--- src/rtl/mem_arbiter.sv ---
`default_nettype none
// ============================================================================
// Module      : mem_arbiter
// Description : Two-port round-robin front end for a 1024x32 single-port data
//               memory with byte lanes, load extension and a response hold stage.
// Revision    : 1.0 - initial release
// ============================================================================
module mem_arbiter #(
    parameter int ADDR_W = 12,
    parameter int NREQ   = 2
) (
    input  logic                   i_clk,
    input  logic                   i_rst_n,
    input  logic [NREQ-1:0]        in_req_valid,
    output logic [NREQ-1:0]        out_req_ready,
    input  logic [NREQ*ADDR_W-1:0] in_req_addr,
    input  logic [NREQ-1:0]        in_req_we,
    input  logic [2*NREQ-1:0]      in_req_size,
    input  logic [NREQ-1:0]        in_req_unsigned,
    input  logic [32*NREQ-1:0]     in_req_wdata,
    output logic [NREQ-1:0]        out_rsp_valid,
    input  logic [NREQ-1:0]        in_rsp_ready,
    output logic [31:0]            out_rsp_data,
    output logic                   out_rsp_err,
    output logic [ADDR_W-3:0]      out_mem_addr,
    output logic                   out_mem_rw_mode,
    output logic [31:0]            out_mem_write_data,
    output logic [3:0]             out_mem_byte_en,
    input  logic [31:0]            in_mem_data
);

    localparam logic [1:0] S_IDLE = 2'd0;
    localparam logic [1:0] S_RESP = 2'd1;
    localparam logic [1:0] S_HOLD = 2'd2;

    localparam logic [1:0] SZ_BYTE = 2'b00;
    localparam logic [1:0] SZ_HALF = 2'b01;
    localparam logic [1:0] SZ_WORD = 2'b10;

    logic [1:0]  state_q, state_d;
    logic        own_q, own_d;
    logic        last_grant_q, last_grant_d;
    logic        err_q, err_d;
    logic        load_q, load_d;
    logic        uns_q, uns_d;
    logic [1:0]  size_q, size_d;
    logic [1:0]  off_q, off_d;
    logic [31:0] hold_q, hold_d;

    logic              w_rsp_active;
    logic              w_rsp_accept;
    logic              w_can_issue;
    logic [NREQ-1:0]   w_grant;
    logic              w_issue;
    logic              w_sel;
    logic [ADDR_W-1:0] w_sel_addr;
    logic              w_sel_we;
    logic [1:0]        w_sel_size;
    logic              w_sel_uns;
    logic [31:0]       w_sel_wdata;
    logic              w_legal;
    logic [3:0]        w_lane_mask;
    logic [31:0]       w_lane_data;
    logic [31:0]       w_live_data;

    // Shift the addressed lane down, then trim to size and extend.
    function automatic logic [31:0] f_format(input logic [31:0] raw,
                                             input logic [1:0]  off,
                                             input logic [1:0]  size,
                                             input logic        uns);
        logic [31:0] sh;
        logic [31:0] res;
        sh = raw >> {off, 3'b000};
        case (size)
            SZ_BYTE: res = {{24{~uns & sh[7]}}, sh[7:0]};
            SZ_HALF: res = {{16{~uns & sh[15]}}, sh[15:0]};
            default: res = sh;
        endcase
        return res;
    endfunction

    // ------------------------------------------------------------------
    // Arbitration and request decode
    // ------------------------------------------------------------------
    assign w_rsp_active = (state_q != S_IDLE);
    assign w_rsp_accept = w_rsp_active & in_rsp_ready[own_q];
    assign w_can_issue  = i_rst_n & (~w_rsp_active | w_rsp_accept);

    always_comb begin
        w_grant = '0;
        if (w_can_issue) begin
            if (in_req_valid == 2'b11) begin
                w_grant = last_grant_q ? 2'b01 : 2'b10;
            end else begin
                w_grant = in_req_valid;
            end
        end
    end

    assign w_issue       = |w_grant;
    assign w_sel         = w_grant[1];
    assign out_req_ready = w_grant;

    assign w_sel_addr  = w_sel ? in_req_addr[2*ADDR_W-1:ADDR_W] : in_req_addr[ADDR_W-1:0];
    assign w_sel_we    = w_sel ? in_req_we[1]         : in_req_we[0];
    assign w_sel_size  = w_sel ? in_req_size[3:2]     : in_req_size[1:0];
    assign w_sel_uns   = w_sel ? in_req_unsigned[1]   : in_req_unsigned[0];
    assign w_sel_wdata = w_sel ? in_req_wdata[63:32]  : in_req_wdata[31:0];

    always_comb begin
        w_legal     = 1'b0;
        w_lane_mask = 4'b0000;
        w_lane_data = w_sel_wdata;
        case (w_sel_size)
            SZ_BYTE: begin
                w_legal     = 1'b1;
                w_lane_mask = 4'b0001 << w_sel_addr[1:0];
                w_lane_data = {4{w_sel_wdata[7:0]}};
            end
            SZ_HALF: begin
                w_legal     = ~w_sel_addr[0];
                w_lane_mask = 4'b0011 << w_sel_addr[1:0];
                w_lane_data = {2{w_sel_wdata[15:0]}};
            end
            SZ_WORD: begin
                w_legal     = (w_sel_addr[1:0] == 2'b00);
                w_lane_mask = 4'b1111;
            end
            default: begin
                w_legal = 1'b0;
            end
        endcase
    end

    assign w_live_data = load_q ? f_format(in_mem_data, off_q, size_q, uns_q) : 32'h0;

    // ------------------------------------------------------------------
    // State register
    // ------------------------------------------------------------------
    always_ff @(posedge i_clk or negedge i_rst_n) begin
        if (!i_rst_n) begin
            state_q      <= S_IDLE;
            own_q        <= 1'b0;
            last_grant_q <= 1'b1;
            err_q        <= 1'b0;
            load_q       <= 1'b0;
            uns_q        <= 1'b0;
            size_q       <= 2'b00;
            off_q        <= 2'b00;
            hold_q       <= 32'h0;
        end else begin
            state_q      <= state_d;
            own_q        <= own_d;
            last_grant_q <= last_grant_d;
            err_q        <= err_d;
            load_q       <= load_d;
            uns_q        <= uns_d;
            size_q       <= size_d;
            off_q        <= off_d;
            hold_q       <= hold_d;
        end
    end

    // ------------------------------------------------------------------
    // Next-state logic
    // ------------------------------------------------------------------
    always_comb begin
        state_d      = state_q;
        own_d        = own_q;
        last_grant_d = last_grant_q;
        err_d        = err_q;
        load_d       = load_q;
        uns_d        = uns_q;
        size_d       = size_q;
        off_d        = off_q;
        hold_d       = hold_q;

        if (w_issue) begin
            state_d      = S_RESP;
            own_d        = w_sel;
            last_grant_d = w_sel;
            err_d        = ~w_legal;
            load_d       = w_legal & ~w_sel_we;
            uns_d        = w_sel_uns;
            size_d       = w_sel_size;
            off_d        = w_sel_addr[1:0];
        end else if (!w_rsp_active || w_rsp_accept) begin
            state_d = S_IDLE;
        end else begin
            state_d = S_HOLD;
        end

        // Memory read data is only valid for one cycle; freeze it on a stall.
        if (state_q == S_RESP && !w_rsp_accept) begin
            hold_d = w_live_data;
        end
    end

    // ------------------------------------------------------------------
    // Outputs
    // ------------------------------------------------------------------
    always_comb begin
        out_mem_addr       = '0;
        out_mem_rw_mode    = 1'b0;
        out_mem_write_data = 32'h0;
        out_mem_byte_en    = 4'b0000;
        if (w_issue && w_legal) begin
            out_mem_addr    = w_sel_addr[ADDR_W-1:2];
            out_mem_rw_mode = w_sel_we;
            out_mem_byte_en = w_lane_mask;
            if (w_sel_we) begin
                out_mem_write_data = w_lane_data;
            end
        end

        out_rsp_valid = 2'b00;
        out_rsp_data  = 32'h0;
        out_rsp_err   = 1'b0;
        case (state_q)
            S_RESP: begin
                out_rsp_valid = own_q ? 2'b10 : 2'b01;
                out_rsp_data  = w_live_data;
                out_rsp_err   = err_q;
            end
            S_HOLD: begin
                out_rsp_valid = own_q ? 2'b10 : 2'b01;
                out_rsp_data  = hold_q;
                out_rsp_err   = err_q;
            end
            default: begin
                out_rsp_valid = 2'b00;
            end
        endcase
    end

endmodule
`default_nettype wire

--- config.mk ---
export PLATFORM = sky130hd
export DESIGN_NAME = mem_arbiter
export DESIGN_NICKNAME = d
export VERILOG_FILES = /design/src/rtl/mem_arbiter.sv
export SDC_FILE = /design/constraint.sdc
export NUM_CORES = 1
export LEC_CHECK = 0
export ABC_AREA = 1
export BUFFER_PORTS_ARGS = -buffer_cell sky130_fd_sc_hd__buf_2
export CORE_AREA = 2 2 112 114
export CTS_BUF_LIST = sky130_fd_sc_hd__clkbuf_2
export CTS_CLUSTER_SIZE = 16
export DETAILED_ROUTE_END_ITERATION = 16
export DIE_AREA = 0 0 114 116
export GPL_TIMING_DRIVEN = 0
export PLACE_DENSITY = 0.79
export SLEW_MARGIN = 25
export SYNTH_ARGS = -nofsm -noshare
export SYNTH_HDL_FRONTEND = slang
export SYNTH_SLANG_ARGS = --single-unit
--- constraint.sdc ---
create_clock -name i_clk -period 3.42 [get_ports i_clk]
set_clock_uncertainty 0.15 [all_clocks]
set_input_delay 0.513 -clock i_clk [delete_from_list [all_inputs] [get_ports i_clk]]
set_output_delay 0.513 -clock i_clk [all_outputs]
set_load 0.02 [all_outputs]
After elaboration in Yosys (flattened, before gate mapping)
Index checks and enable logic that the tools add are counted.
Word-level totals
  logic and storage cells: 67
  flip-flop bits (word level): 43
  bits of input ports: 134
Operators by class
  equality and inequality tests: 6
  bitwise logic cells: 11
  $lt $le $gt $ge: 1
  reductions and logical operators: 11
  shift operators: 3
  mux-type cells: 26
Operators with widths (number)
  $pmux 32 s2: 3
  $mux 32: 4
  $shr 32x5->32: 1
  $mux 2: 8
  $mux 12: 1
  $pmux 4 s3: 1
  $mux 10: 1
  $eq 2x1->1 const B: 3
  $eq 2x2->1 const B: 3
  $logic_not 2->1: 3
  $mux 1: 6
  $and 1x1->1: 5
  $not 1->1: 5
  $mux 4: 1
  $reduce_or 2->1: 2
  $shl 1x2->4 const A: 1
  $shl 2x2->4 const A: 1
  $pmux 1 s3: 1
  $logic_and 1x1->1: 2
  $logic_not 1->1: 2
  $lt 1x2->1 const B: 1
  $reduce_bool 2->1: 1
  $logic_or 1x1->1: 1
  $or 1x1->1: 1

Logic depth before layout (Yosys ltp)
  word-level depth: 11
  mapped depth: 14

Worst setup path after synthesis
OpenSTA, ideal clock, no wires.
  path type: register to output
  start point: reg state_q[0]
  end point: out out_mem_write_data[24]
  data arrival time: 1822 ps
  stages on the path, launching flop included: 12
  slack: 935 ps
  path through: dfrtp_1 > inv_1 > ha_1 > inv_1 > nand3_4 > nand3_4 > buf_2 > nand2_1 > o21ai_2 > buf_2 > nand4_1 > nor2_1
Between the ends
  cells in the longest elaborated chain, start to end: 10
  elaborated cells on any way between the ends: 21
  classes of those cells: eq/ne: 2; mux: 9; bitwise: 5; reduce/logical: 5
Ends and longest elaborated chain
  start: declaration: line 40  | logic [1:0] state_q, state_d;
  start signal: assignment: line 152  | state_q <= state_d;
  $reduce_bool 2->1 *: line 85  | assign w_rsp_active = (state_q != S_IDLE);
  $and 1x1->1 or $not 1->1 (tied branches): line 86, 87
  $or 1x1->1 *: line 87  | assign w_can_issue = i_rst_n & (~w_rsp_active | w_rsp_accept);
  $and 1x1->1 *: line 87
  $mux 2 *: line 91  | if (w_can_issue) begin
  $mux 2 or $mux 12 (tied branches): line 106, 104
  $eq 2x1->1, or another cell as far along: line 114  | case (w_sel_size)
  $pmux 32 s2 or $pmux 1 s3 (tied branches): line 114
  $mux 32 or $logic_and 1x1->1 (tied branches): line 211, 207
  $mux 32 *: line 207  | if (w_issue && w_legal) begin
  end: declaration: line 27  | output logic [31:0] out_mem_write_data,
Every way passes the cells marked *; elsewhere a longest branch is shown, timed or not.

Final worst setup path
  start point: in i_rst_n
  end point: out out_mem_write_data[13]
Between the ends
  cells in the longest elaborated chain, start to end: 7
  elaborated cells on any way between the ends: 17
  classes of those cells: eq/ne: 2; mux: 9; bitwise: 2; reduce/logical: 4
Ends and longest elaborated chain
  start: declaration: line 13  | input logic i_rst_n,
  $and 1x1->1 *: line 87
  $mux 2 *: line 91
  $mux 2 or $mux 12 (tied branches): line 106, 104
  $eq 2x1->1, or another cell as far along: line 114
  $pmux 32 s2 or $pmux 1 s3 (tied branches): line 114
  $mux 32 or $logic_and 1x1->1 (tied branches): line 211, 207
  $mux 32 *: line 207
Marked as above.

==> impl_metrics.env <==
export IMPL_stdcell_count=1209
export IMPL_ys_seq_area_frac=0.2272
export IMPL_ys_warn_count=0
export IMPL_synth_cell_type_count=30
export IMPL_synth_commonest_cells="nand2_1 (366), inv_1 (77), nand3_1 (70)"
export IMPL_antenna_found_initial=0
export IMPL_p_leak_uw=0.003588
export IMPL_die_w_microns=114
export IMPL_ir_drop_v=0.0002244
export IMPL_synth_most_common_cell="nand2_1"
export IMPL_dieHeight_microns=116
export IMPL_portBuffers=217
export IMPL_hold_viol=0
export IMPL_post_drt_wl_per_cell_microns=14.85
export IMPL_fin_crit_sh=0.9758
export IMPL_synth_area_sq_um=4741
export IMPL_crit_path_start_kind="input port"
export IMPL_tightest_slew_ps=526.0
export IMPL_io_pins=218
export IMPL_power_switching_uw=2259
export IMPL_drive_above_1_share=0.3013
export IMPL_report_final_slew_viol_count=0
export IMPL_hold_ws_ps=201.1
export IMPL_vias=6340
export IMPL_fmax_mhz=299.7
export IMPL_crit_required_ps=2760
export IMPL_grt_pass1_wl_microns=28080
export IMPL_slew_headroom=0.6493
export IMPL_cts_made_buffers=5
export IMPL_grt_max_degree=43
export IMPL_path_class="input port to output pin"
export IMPL_rows=40
export IMPL_h_tree_depth=2
export IMPL_async_flop_share=1.000
export IMPL_clock_sinks=43
export IMPL_yosys_register_bits=43
export IMPL_seq_power_share=0.206
export IMPL_hold_class="input port to flip-flop"
export IMPL_arrival_ps=2670
export IMPL_ant_nets=0
export IMPL_grt_ovfl_total=0
export IMPL_drtPass1Iterations=8
export IMPL_syn_to_final_growth_pct=31.20
export IMPL_syn_num_nets=967
export IMPL_gp_congestion=0.9766
export IMPL_first_global_vias=5649
export IMPL_p_clk_frac=0.061
export IMPL_design_core_area_sq_um=11910
export IMPL_root_buffer="clkbuf_2"
export IMPL_fillers=1270
export IMPL_critPathCaptureType="output pin"
export IMPL_min_period_ps=3337
export IMPL_outcome="completed"
export IMPL_p_comb_frac=0.733
export IMPL_synth_top_area_share=0.2898
export IMPL_r2r_cells=8
export IMPL_wirelength_microns=17950
export IMPL_dieArea_sq_um=13220
export IMPL_synth_avg_cell_area_sq_um=5.712
export IMPL_cts_reportedPaths_clkPinSlew_ps=240
export IMPL_p_int_uw=1629
export IMPL_final_util=0.5222
export IMPL_diodes=0
export IMPL_dp_cells=1194
export IMPL_power_density_nw_per_um2=625.1
export IMPL_synth_edff_count=0
export IMPL_nets=1198
export IMPL_initialDrtViolationCount=709
export IMPL_cts_buffer_depth=2
export IMPL_hpwl_microns=14110
export IMPL_viasPerCell=5.244
export IMPL_initial_core_util=0.3980
export IMPL_cts_tree="built"
export IMPL_synth_area_leaders="nand2_1 (29%), dfrtp_1 (22%), nand3_1 (7.4%)"
export IMPL_design_area_sq_um=6220
export IMPL_syn_inst=830
export IMPL_synthFlopType="dfrtp_1"
export IMPL_finalSetupViolCount=0
export IMPL_netSwitchingFraction=0.5810
export IMPL_yosys_area_top_type="nand2_1"
export IMPL_place_area_sq_um=6013
export IMPL_holdPathStages=3
export IMPL_cp_max_fo=10
export IMPL_clk_latency_ps=430
export IMPL_drc=0
export IMPL_grt_usage=0.2642
export IMPL_maxCapViolations=0
critical path, stage by stage:
cell and delay, ps:
dlygate4sd3_1 530, buf_4 210, clkbuf_4 230, nand4_1 160, nand2_4 170, nand2_2 90, nand2_2 80, nand3_2 90
buf_6 160, buf_6 160, nor2_2 110, buf_4 150
timing repair:
action,in CTS,in global routing
pin swaps,0,1
cloned,0,1
buffers inserted,0,4
hold buffers,2,0
endpoints found under the setup margin,1,54
endpoints found under the hold margin,42,0
gates resized for setup,1,39
per-stage QoR:
step | total power, uW | setup WS [ps] | TNS (ps)
after global placement | 3507 | -242.8 | -5934
after global routing | 4215 | -7.541 | -14.86
after CTS | 3775 | 13.58 | 0
after floorplan | 2725 | 934.7 | 0
final | 3888 | 82.90 | 0
after detailed placement | 3530 | 142.9 | 0
final timing paths:
kind                                             to  slack (ps)              startpoint
min                               uns_q$_DFFE_PN0P_         200      in_req_unsigned[1]
max in group asynchronous     hold_q[6]$_DFFE_PN0P_        2390                 i_rst_n
max reg2reg                  hold_q[28]$_DFFE_PN0P_        1250    state_q[1]$_DFF_PN0_
max                          out_mem_write_data[13]          80                 i_rst_n
min in group asynchronous  last_grant_q$_DFFE_PN1P_         490                 i_rst_n
min reg2reg                  hold_q[30]$_DFFE_PN0P_         360  hold_q[30]$_DFFE_PN0P_
routing by layer:
| metal | wire (microns) | GRT usage | up-vias |
|---|---|---|---|
| li1 | - | - | 3106 |
| met1 | 7360 | 0.3352 | 2835 |
| met2 | 8296 | 0.4516 | 355 |
| met3 | 1596 | 0.03975 | 44 |
| met4 | 697 | 0.1081 | 0 |
| met5 | 0 | 0 | - |
power by group through the flow:
stage,clock network [uW],logic (uW),registers [uW]
after floorplan,0,1940,786
after global placement,0,2700,804
after detailed placement,0,2720,810
after CTS,235,2740,799
after global routing,252,3140,820
final,236,2850,801
final cells by class:
cell class	count	area [sq um]	share of cell area
multi-input combinational	644	3040	0.4888
timing repair buffer	223	1184	0.1903
sequential	43	1077	0.1732
buffer	64	391.6	0.06297
inverter	80	300.3	0.04828
tap	147	183.9	0.02957
clock buffer	6	30.03	0.004828
clock inverter	2	12.51	0.002012
state kept, by name, summed over array words and instances, names as in the netlist:
signal and count:
uns_q 1, hold_q 32, last_grant_q 1, state_q 2, off_q 2, err_q 1, load_q 1, own_q 1
size_q 2
placed cells by master (no fill, tap or decap), types with 2 or more instances in the layout:
cell | netlist | routed
nand2_1 | 366 | 364
buf_2 | 20 | 214
inv_1 | 77 | 76
nand3_1 | 70 | 70
nand4_1 | 47 | 47
a21oi_1 | 44 | 42
dfrtp_1 | 42 | 42
o21ai_0 | 39 | 39
clkbuf_1 | 27 | 26
buf_4 | 3 | 22
nor2_2 | 20 | 21
nor2_1 | 19 | 18
nor2_4 | 11 | 11
buf_6 | 8 | 10
clkbuf_2 | 0 | 9
a31oi_1 | 7 | 7
clkbuf_4 | 0 | 6
nand2_2 | 4 | 5
inv_2 | 3 | 4
nand3_4 | 3 | 3
buf_1 | 5 | 3
ha_1 | 3 | 3
a21oi_2 | 0 | 2
o21ai_2 | 2 | 2
nand3_2 | 1 | 2
o21a_1 | 2 | 2
cells by family after synthesis:
kind of cell               count (synthesis)  synth area share
and+or+nand+nor                          544            0.5186
buffers and inverters                    144            0.1378
DFF                                       43            0.2272
AOI/OAI and AO/OA                         96            0.1085
adders and majority gates                  3          0.007919
Note: power is estimated with default switching activity, not from simulation.
